### src/rtl/hw_accel_axim_pkg.sv
// Shared types and AXI encodings for the hw_accel AXI4 command master.
package hw_accel_axim_pkg;

  typedef enum logic [2:0] {
    ST_IDLE,
    ST_WR_ADDR_DATA,
    ST_WR_RESP,
    ST_RD_ADDR,
    ST_RD_DATA,
    ST_RESP
  } axim_state_e;

  localparam logic [1:0] AXI_RESP_OKAY   = 2'b00;
  localparam logic [1:0] AXI_RESP_SLVERR = 2'b10;
  localparam logic [1:0] AXI_RESP_DECERR = 2'b11;
  localparam logic [1:0] AXI_BURST_INCR  = 2'b01;

  // Packs to rsp_err = {timeout, resp_error}.
  typedef struct packed {
    logic timeout;
    logic resp_error;
  } axim_err_t;

  function automatic logic resp_is_err(input logic [1:0] resp);
    return resp != AXI_RESP_OKAY;
  endfunction

endpackage

### src/rtl/hw_accel_axi4_cmd_master.sv
// Single-outstanding AXI4 initiator turning cmd/rsp requests into single-beat register accesses.
// Optional bus-hang watchdog enabled by defining HW_ACCEL_AXIM_TIMEOUT_EN.
module hw_accel_axi4_cmd_master
  import hw_accel_axim_pkg::*;
#(
  parameter int unsigned AXI_ADDR_WIDTH = 32,
  parameter int unsigned AXI_DATA_WIDTH = 32,
  parameter logic [7:0]  AXI_ID         = 8'h00,
  parameter int unsigned TIMEOUT_CYCLES = 1024
) (
  input  logic                        clk,
  input  logic                        rst,
  input  logic                        cmd_valid,
  output logic                        cmd_ready,
  input  logic                        cmd_we,
  input  logic [AXI_ADDR_WIDTH-1:0]   cmd_addr,
  input  logic [AXI_DATA_WIDTH-1:0]   cmd_wdata,
  output logic                        rsp_valid,
  input  logic                        rsp_ready,
  output logic [AXI_DATA_WIDTH-1:0]   rsp_rdata,
  output logic [1:0]                  rsp_err,
  output logic                        busy,
  output logic [7:0]                  axi_awid,
  output logic [AXI_ADDR_WIDTH-1:0]   axi_awaddr,
  output logic [7:0]                  axi_awlen,
  output logic [2:0]                  axi_awsize,
  output logic [1:0]                  axi_awburst,
  output logic                        axi_awvalid,
  input  logic                        axi_awready,
  output logic [AXI_DATA_WIDTH-1:0]   axi_wdata,
  output logic [AXI_DATA_WIDTH/8-1:0] axi_wstrb,
  output logic                        axi_wlast,
  output logic                        axi_wvalid,
  input  logic                        axi_wready,
  input  logic [7:0]                  axi_bid,
  input  logic [1:0]                  axi_bresp,
  input  logic                        axi_bvalid,
  output logic                        axi_bready,
  output logic [7:0]                  axi_arid,
  output logic [AXI_ADDR_WIDTH-1:0]   axi_araddr,
  output logic [7:0]                  axi_arlen,
  output logic [2:0]                  axi_arsize,
  output logic [1:0]                  axi_arburst,
  output logic                        axi_arvalid,
  input  logic                        axi_arready,
  input  logic [7:0]                  axi_rid,
  input  logic [AXI_DATA_WIDTH-1:0]   axi_rdata,
  input  logic [1:0]                  axi_rresp,
  input  logic                        axi_rlast,
  input  logic                        axi_rvalid,
  output logic                        axi_rready
);

  localparam int unsigned STRB_W   = AXI_DATA_WIDTH / 8;
  localparam int unsigned ADDR_LSB = $clog2(STRB_W);
  localparam logic [2:0]  AXI_SIZE = 3'(ADDR_LSB);

  if (TIMEOUT_CYCLES < 2) begin : g_bad_timeout
    $error("TIMEOUT_CYCLES must be at least 2");
  end

  axim_state_e                 state_q, state_d;
  logic [AXI_ADDR_WIDTH-1:0]   addr_q;
  logic [AXI_DATA_WIDTH-1:0]   wdata_q;
  logic [AXI_DATA_WIDTH-1:0]   rdata_q;
  logic                        unaligned_q;
  logic                        aw_done_q;
  logic                        w_done_q;
  axim_err_t                   err_q;
  logic                        tmo_hit;
  logic                        tmo_fire;

  // Single-beat, full-width transfers only.
  assign axi_awid    = AXI_ID;
  assign axi_awaddr  = addr_q;
  assign axi_awlen   = 8'd0;
  assign axi_awsize  = AXI_SIZE;
  assign axi_awburst = AXI_BURST_INCR;
  assign axi_wdata   = wdata_q;
  assign axi_wstrb   = '1;
  assign axi_wlast   = 1'b1;
  assign axi_arid    = AXI_ID;
  assign axi_araddr  = addr_q;
  assign axi_arlen   = 8'd0;
  assign axi_arsize  = AXI_SIZE;
  assign axi_arburst = AXI_BURST_INCR;

  assign rsp_rdata = rdata_q;
  assign rsp_err   = err_q;
  assign busy      = (state_q != ST_IDLE);

`ifdef HW_ACCEL_AXIM_TIMEOUT_EN
  localparam int unsigned TMO_W = $clog2(TIMEOUT_CYCLES);

  logic [TMO_W-1:0] tmo_cnt_q;
  logic             wait_st;

  assign wait_st = (state_q == ST_WR_ADDR_DATA) || (state_q == ST_WR_RESP) ||
                   (state_q == ST_RD_ADDR)      || (state_q == ST_RD_DATA);
  assign tmo_hit = wait_st && (tmo_cnt_q == TMO_W'(TIMEOUT_CYCLES - 1));

  always_ff @(posedge clk) begin
    if (rst)                              tmo_cnt_q <= '0;
    else if (!wait_st || state_d != state_q) tmo_cnt_q <= '0;
    else                                  tmo_cnt_q <= tmo_cnt_q + 1'b1;
  end
`else
  assign tmo_hit = 1'b0;
`endif

  // All AXI outputs decode from registered state only, so no input-to-output path.
  always_comb begin
    state_d     = state_q;
    cmd_ready   = 1'b0;
    rsp_valid   = 1'b0;
    axi_awvalid = 1'b0;
    axi_wvalid  = 1'b0;
    axi_arvalid = 1'b0;
    axi_bready  = 1'b0;
    axi_rready  = 1'b0;
    tmo_fire    = 1'b0;
    case (state_q)
      ST_IDLE: begin
        cmd_ready = !rst;
        if (cmd_valid) state_d = cmd_we ? ST_WR_ADDR_DATA : ST_RD_ADDR;
      end
      ST_WR_ADDR_DATA: begin
        axi_awvalid = !aw_done_q;
        axi_wvalid  = !w_done_q;
        if ((aw_done_q || axi_awready) && (w_done_q || axi_wready)) state_d = ST_WR_RESP;
      end
      ST_WR_RESP: begin
        axi_bready = 1'b1;
        if (axi_bvalid) state_d = ST_RESP;
      end
      ST_RD_ADDR: begin
        axi_arvalid = 1'b1;
        if (axi_arready) state_d = ST_RD_DATA;
      end
      ST_RD_DATA: begin
        axi_rready = 1'b1;
        if (axi_rvalid) state_d = ST_RESP;
      end
      ST_RESP: begin
        rsp_valid = 1'b1;
        if (rsp_ready) state_d = ST_IDLE;
      end
      default: state_d = ST_IDLE;
    endcase
    // A real completion in the same cycle as the watchdog wins.
    if (tmo_hit && state_d == state_q) begin
      tmo_fire = 1'b1;
      state_d  = ST_RESP;
    end
  end

  always_ff @(posedge clk) begin
    if (rst) begin
      state_q     <= ST_IDLE;
      addr_q      <= '0;
      wdata_q     <= '0;
      rdata_q     <= '0;
      unaligned_q <= 1'b0;
      aw_done_q   <= 1'b0;
      w_done_q    <= 1'b0;
      err_q       <= '0;
    end else begin
      state_q <= state_d;
      case (state_q)
        ST_IDLE: begin
          if (cmd_valid) begin
            addr_q      <= {cmd_addr[AXI_ADDR_WIDTH-1:ADDR_LSB], {ADDR_LSB{1'b0}}};
            wdata_q     <= cmd_we ? cmd_wdata : '0;
            unaligned_q <= |cmd_addr[ADDR_LSB-1:0];
            aw_done_q   <= 1'b0;
            w_done_q    <= 1'b0;
          end
        end
        ST_WR_ADDR_DATA: begin
          if (axi_awready) aw_done_q <= 1'b1;
          if (axi_wready)  w_done_q  <= 1'b1;
        end
        ST_WR_RESP: begin
          if (axi_bvalid) begin
            rdata_q <= '0;
            err_q   <= '{timeout: 1'b0,
                         resp_error: unaligned_q | resp_is_err(axi_bresp) | (axi_bid != AXI_ID)};
          end
        end
        ST_RD_DATA: begin
          if (axi_rvalid) begin
            rdata_q <= axi_rdata;
            err_q   <= '{timeout: 1'b0,
                         resp_error: unaligned_q | resp_is_err(axi_rresp) |
                                     (axi_rid != AXI_ID) | !axi_rlast};
          end
        end
        default: ;
      endcase
      if (tmo_fire) begin
        rdata_q <= '0;
        err_q   <= '{timeout: 1'b1, resp_error: unaligned_q};
      end
    end
  end

endmodule

### config.mk
export PLATFORM = sky130hd
export DESIGN_NAME = hw_accel_axi4_cmd_master
export DESIGN_NICKNAME = d
export VERILOG_FILES = /design/src/rtl/hw_accel_axim_pkg.sv /design/src/rtl/hw_accel_axi4_cmd_master.sv
export SDC_FILE = /design/constraint.sdc
export NUM_CORES = 1
export LEC_CHECK = 0
export BUFFER_PORTS_ARGS = -buffer_cell sky130_fd_sc_hd__buf_4
export CAP_MARGIN = 20
export CORE_AREA = 2 2 123 125
export CTS_BUF_LIST = sky130_fd_sc_hd__clkbuf_2 sky130_fd_sc_hd__clkbuf_4 sky130_fd_sc_hd__clkbuf_8
export CTS_CLUSTER_DIAMETER = 30
export DETAILED_ROUTE_END_ITERATION = 7
export DIE_AREA = 0 0 125 127
export GPL_TIMING_DRIVEN = 0
export PLACE_DENSITY = 0.57
export SYNTH_ARGS = -nofsm -noshare
export SYNTH_HDL_FRONTEND = slang
export SYNTH_SLANG_ARGS = --single-unit
### constraint.sdc
create_clock -name clk -period 2.1 [get_ports clk]
set_input_delay 0.42 -clock clk [delete_from_list [all_inputs] [get_ports clk]]
set_output_delay 0.42 -clock clk [all_outputs]
set_load 0.02 [all_outputs]
# [Yosys cells after proc, flatten, opt, wreduce, memory -nomap -nowiden]
# Index checks and enable logic that the tools add are counted.
[word_totals] reg_bits=102 inputBits=127
[classes] n_eq_ne=13 n_mux=27 bitwise_logic=5 n_reduce_logical=21
[ops] op="32-bit 2-to-1 mux" n=3
[ops] op="32-bit one-hot mux with 2 select lines" n=1
[ops] op="3-bit 2-to-1 mux" n=6
[ops] op="3-bit one-hot mux with 6 select lines" n=1
[ops] op="2-bit inequality test, second input constant" n=8
[ops] op="8-bit nonzero test" n=2
[ops] op="1-bit 2-to-1 mux" n=10
[ops] op="3-bit AND reduction" n=3
[ops] op="2-bit nonzero test" n=4
[ops] op="3-bit by 2-bit == test with 1-bit output, second input constant" n=2
[ops] op="3-bit == test, second input constant" n=2
[ops] op="2-bit 2-to-1 mux" n=3
[ops] op="6-bit AND reduction" n=1
[ops] op="1-bit OR" n=5
[ops] op="1-bit logical NOT" n=4
[ops] op="1-bit one-hot mux with 2 select lines" n=2
[ops] op="2-bit one-hot mux with 2 select lines" n=1
[ops] op="3-bit by 1-bit == test with 1-bit output, second input constant" n=1
[ops] op="3-bit logical NOT" n=1
[ops] op="3-bit nonzero test" n=1
[ops] op="1-bit logical OR" n=2
[ops] op="2-bit AND reduction" n=1
[ops] op="2-bit OR reduction" n=1
[ops] op="1-bit logical AND" n=1

# [Logic depth before layout (Yosys ltp)]
[logic_depth] depth_word=6 mapped_depth=7 mapped_depth_nobuf=5

# [Least setup slack after synthesis]
# OpenSTA, ideal clock, no wires.
[synth_timing] path_kind="input to register" startpoint="input axi_rvalid" endpoint="register rdata_q[5], in the netlist rsp_rdata[5]" setup_time_ps=128 arrival_time_ps=1591 required_time_ps=1972 path_slack_ps=382 stages=6 path_buffers=2 path_cell_list="or4b_1 and3_1 buf_6 buf_6 a22oi_1 nor2_1"
[synth_via] elab_chain_len=2
[synth_lines] element="start, declared" line="hw_accel_axi4_cmd_master.sv:50" source="input logic axi_rvalid,"
[synth_lines] element="2-bit inequality test (no line)"
[synth_lines] element="3-bit AND reduction (no line)"
[synth_lines] element="end signal, assigned" line="hw_accel_axi4_cmd_master.sv:192" source="rdata_q <= axi_rdata;"
[synth_lines] element="end, declared" line="hw_accel_axi4_cmd_master.sv:65" source="logic [AXI_DATA_WIDTH-1:0] rdata_q;"
# Every way passes these cells.
# A chain may end at the register's enable or synchronous reset.

# [Worst setup path after layout]
[layout_timing] startpoint="register state_q[0]" endpoint="output cmd_ready"
[layout_via] elab_chain_len=2
[layout_lines] element="start, declared" line="hw_accel_axi4_cmd_master.sv:62" source="axim_state_e state_q, state_d;"
[layout_lines] element="start signal, assigned" line="hw_accel_axi4_cmd_master.sv:168" source="state_q <= state_d;"
[layout_lines] element="3-bit logical NOT" line="hw_accel_axi4_cmd_master.sv:122" source="case (state_q)"
[layout_lines] element="1-bit 2-to-1 mux" line="hw_accel_axi4_cmd_master.sv:122"
[layout_lines] element="end, declared" line="hw_accel_axi4_cmd_master.sv:14" source="output logic cmd_ready,"
# Every way passes these cells.

==> flow_summary.ini <==
[synth]
synth.avg_cell_area_um2 = 9.115
syn_area_um2 = 4193
ys_async_sr_fraction_pct = 0
ys_types = 36
synth_ff_type = dfxtp_1
synth_seq_cells = 101
synth_edf_count = 0
synth_seq_area_share_pct = 48.22
ys_warn_count = 0
syn_inst = 460

[floorplan]
die_height_um = 127
start_util_pct = 29.07
die-area_um2 = 15880
die_w_um = 125
io_pins = 312
placementRows = 44
core_um2 = 14420

[clock_tree]
clk_pin_slew_ns = 0.09
clk_latency_ns = 0.37
cts_root_buf = clkbuf_8
cts_tree = yes
postCtsSetupRepairBufs = 0
cts-buffers-inserted = 9
clock_path_buffers = 2
cts_max_level = 3
cts.sinks = 101

[timing]
fin_crit_sh_pct = 91.38
slew_headroom_pct = 65.26
max_freq_ghz = 0.5211
tns_ns = 0
worst_pin_slew_ns = 0.5212
final-max-slew-violation-count = 0
final-setup-viol-count = 0
finalClockSkew_ns = 0.008869
period_needed_ns = 1.919
rsz0062_at_grt = false
final_hold_viol_count = 0

[power]
p_per_area_nw_per_um2 = 1024
p_leak_uw = 0.003372
ir_worst_vdd_mv = 0.3833
power.total_uw = 6903

[drt]
avgRoutedWirePerCell_um = 13.90
ant_nets = 0
vias_per_cell = 4.290
first_pass_iters = 4
wl_um = 13460
vias = 4153
met3RoutedLength_um = 1168
top_layer = met4
wl_met2_um = 7106
remaining_drc_errors = 0
wl_met1_um = 5026
drtIter0Drc = 150

[placed_design]
dp.cells = 952
portBuffers = 258
dp_hpwl_um = 10840
gp_congestion = 0.7735

[setup_path]
reg2reg_slack_ns = 0.27
cp-endpoint = cmd_ready
critPathCaptureType = output pin
crit_start = state_q[0]$_SDFFE_PP0P_
crit_path_max_fanout = 10
worstPathArrival_ns = 1.50
reg2reg_depth = 6
crit_path_start_kind = flop
reg2reg_to = axi_wdata[25]$_SDFFE_PP0P_
cp.required_ns = 1.68
worstReg2RegStart = state_q[0]$_SDFFE_PP0P_
critical_path_class = flop to output pin

[global_route]
gr-total-overflow = 0
grt_pass1_wl_um = 20250
grt_pass1_vias = 3981
grt_max_degree = 17
grt_util_all_layers_pct = 16.13
antenna_found_initial = 0

[final_layout]
fillers = 1424
instances_no_fill = 968
diodes = 0
layout_common_cells = 340 x buf_4, 101 x dfxtp_1, 67 x nand2_1
regArea_um2 = 2022
nets = 906
area_growth_pct = 60.82
drive_above_1_share_pct = 48.85
multiInputGateArea_um2 = 1567
fin_util_pct = 46.75
final_common_cell = buf_4

[run]
cap_violations = 0

[run_status]
outcome = completed

[worst_hold_path]
hold_path_class = primary input to flop
## through the flow
step | setup WS [ns] | cell area [um2] | hold WS (ns)
after global routing | 0.04662 | 6743 | 0.2268
after floorplan | 0.3817 | 4380 | 0.4884
after detailed placement | 0.01291 | 6548 | 0.4603
after CTS | 0.003966 | 6740 | 0.2310
after global placement | 0.01771 | 6548 | 0.4605
final | 0.1811 | 6743 | 0.2582
## Yosys cell counts, types with 3 or more instances
library cell | instances | share of area [%]
dfxtp_1 | 101 | 48
buf_4 | 82 | 15
nand2_1 | 67 | 6.0
nor2_1 | 39 | 3.5
a21oi_1 | 35 | 4.2
a22o_1 | 32 | 6.7
a22oi_1 | 32 | 5.7
buf_2 | 15 | 1.8
clkbuf_1 | 11 | 0.98
buf_6 | 4 | 1.1
nor3_1 | 4 | 0.48
nor4_1 | 4 | 0.60
inv_1 | 3 | 0.27
## worst min path at each step
| stage | start | end | slack, ns | cells after the start |
|---|---|---|---|---|
| 6_report | cmd_wdata[16] | axi_wdata[16]$_SDFFE_PP0P_ | 0.26 | 2 |
| 5_1_grt | cmd_wdata[16] | axi_wdata[16]$_SDFFE_PP0P_ | 0.23 | 2 |
| 4_1_cts | cmd_wdata[27] | axi_wdata[27]$_SDFFE_PP0P_ | 0.23 | 2 |
| 3_5_place_dp | axi_wdata[31]$_SDFFE_PP0P_ | axi_wdata[31]$_SDFFE_PP0P_ | 0.46 | 1 |
| 3_3_place_gp | axi_wdata[6]$_SDFFE_PP0P_ | axi_wdata[6]$_SDFFE_PP0P_ | 0.46 | 1 |
| 2_1_floorplan | unaligned_q$_SDFFE_PP0P_ | unaligned_q$_SDFFE_PP0P_ | 0.49 | 2 |
## report_power, final
group	internal (uW)	switching, uW
logic	1410	1770
registers	2240	246
clock network	563	666
## timing repair
item | CTS | global route
hold buffers | 0 | 0
gates resized for setup | 0 | 4
setup endpoints to repair | 0 | 3
## area by class of cell
type | count | area share, %
multi-input combinational | 293 | 23.23
inverter | 3 | 0.1670
clock inverter | 6 | 0.9093
buffer | 113 | 11.62
sequential | 101 | 29.99
timing repair buffer | 258 | 28.73
clock buffer | 10 | 1.948
tap | 184 | 3.414
## kinds of logic (layout without fill, tap and decap cells)
group,Yosys count,in the layout,share of synthesized area (%)
DFF,101,101,48.22
buffers and inverters,116,390,18.89
other,2,52,0.1791
muxes,1,1,0.2387
and+or+nand+nor,133,133,14.29
AOI/OAI and AO/OA,107,107,18.17
## registers in the layout, summed over array words and instances (netlist names)
register / cells
axi_araddr: 30
rsp_err: 1
state_q: 3
unaligned_q: 1
aw_done_q: 1
w_done_q: 1
axi_wdata: 32
rsp_rdata: 32
## per-layer routing
metal | vias to the layer above | track usage, %
met4 | 0 | 5.294
met5 | - | 0
met2 | 195 | 30.05
li1 | 2078 | -
met3 | 10 | 5.235
met1 | 1870 | 17.23
## worst max-delay path, stage by stage, from the launching register on
cell	delay (ns)
dfxtp_1	0.35
buf_2	0.19
nor3_2	0.21
inv_1	0.11
nor2_1	0.11
buf_4	0.15
(Power assumes the default switching activity.)
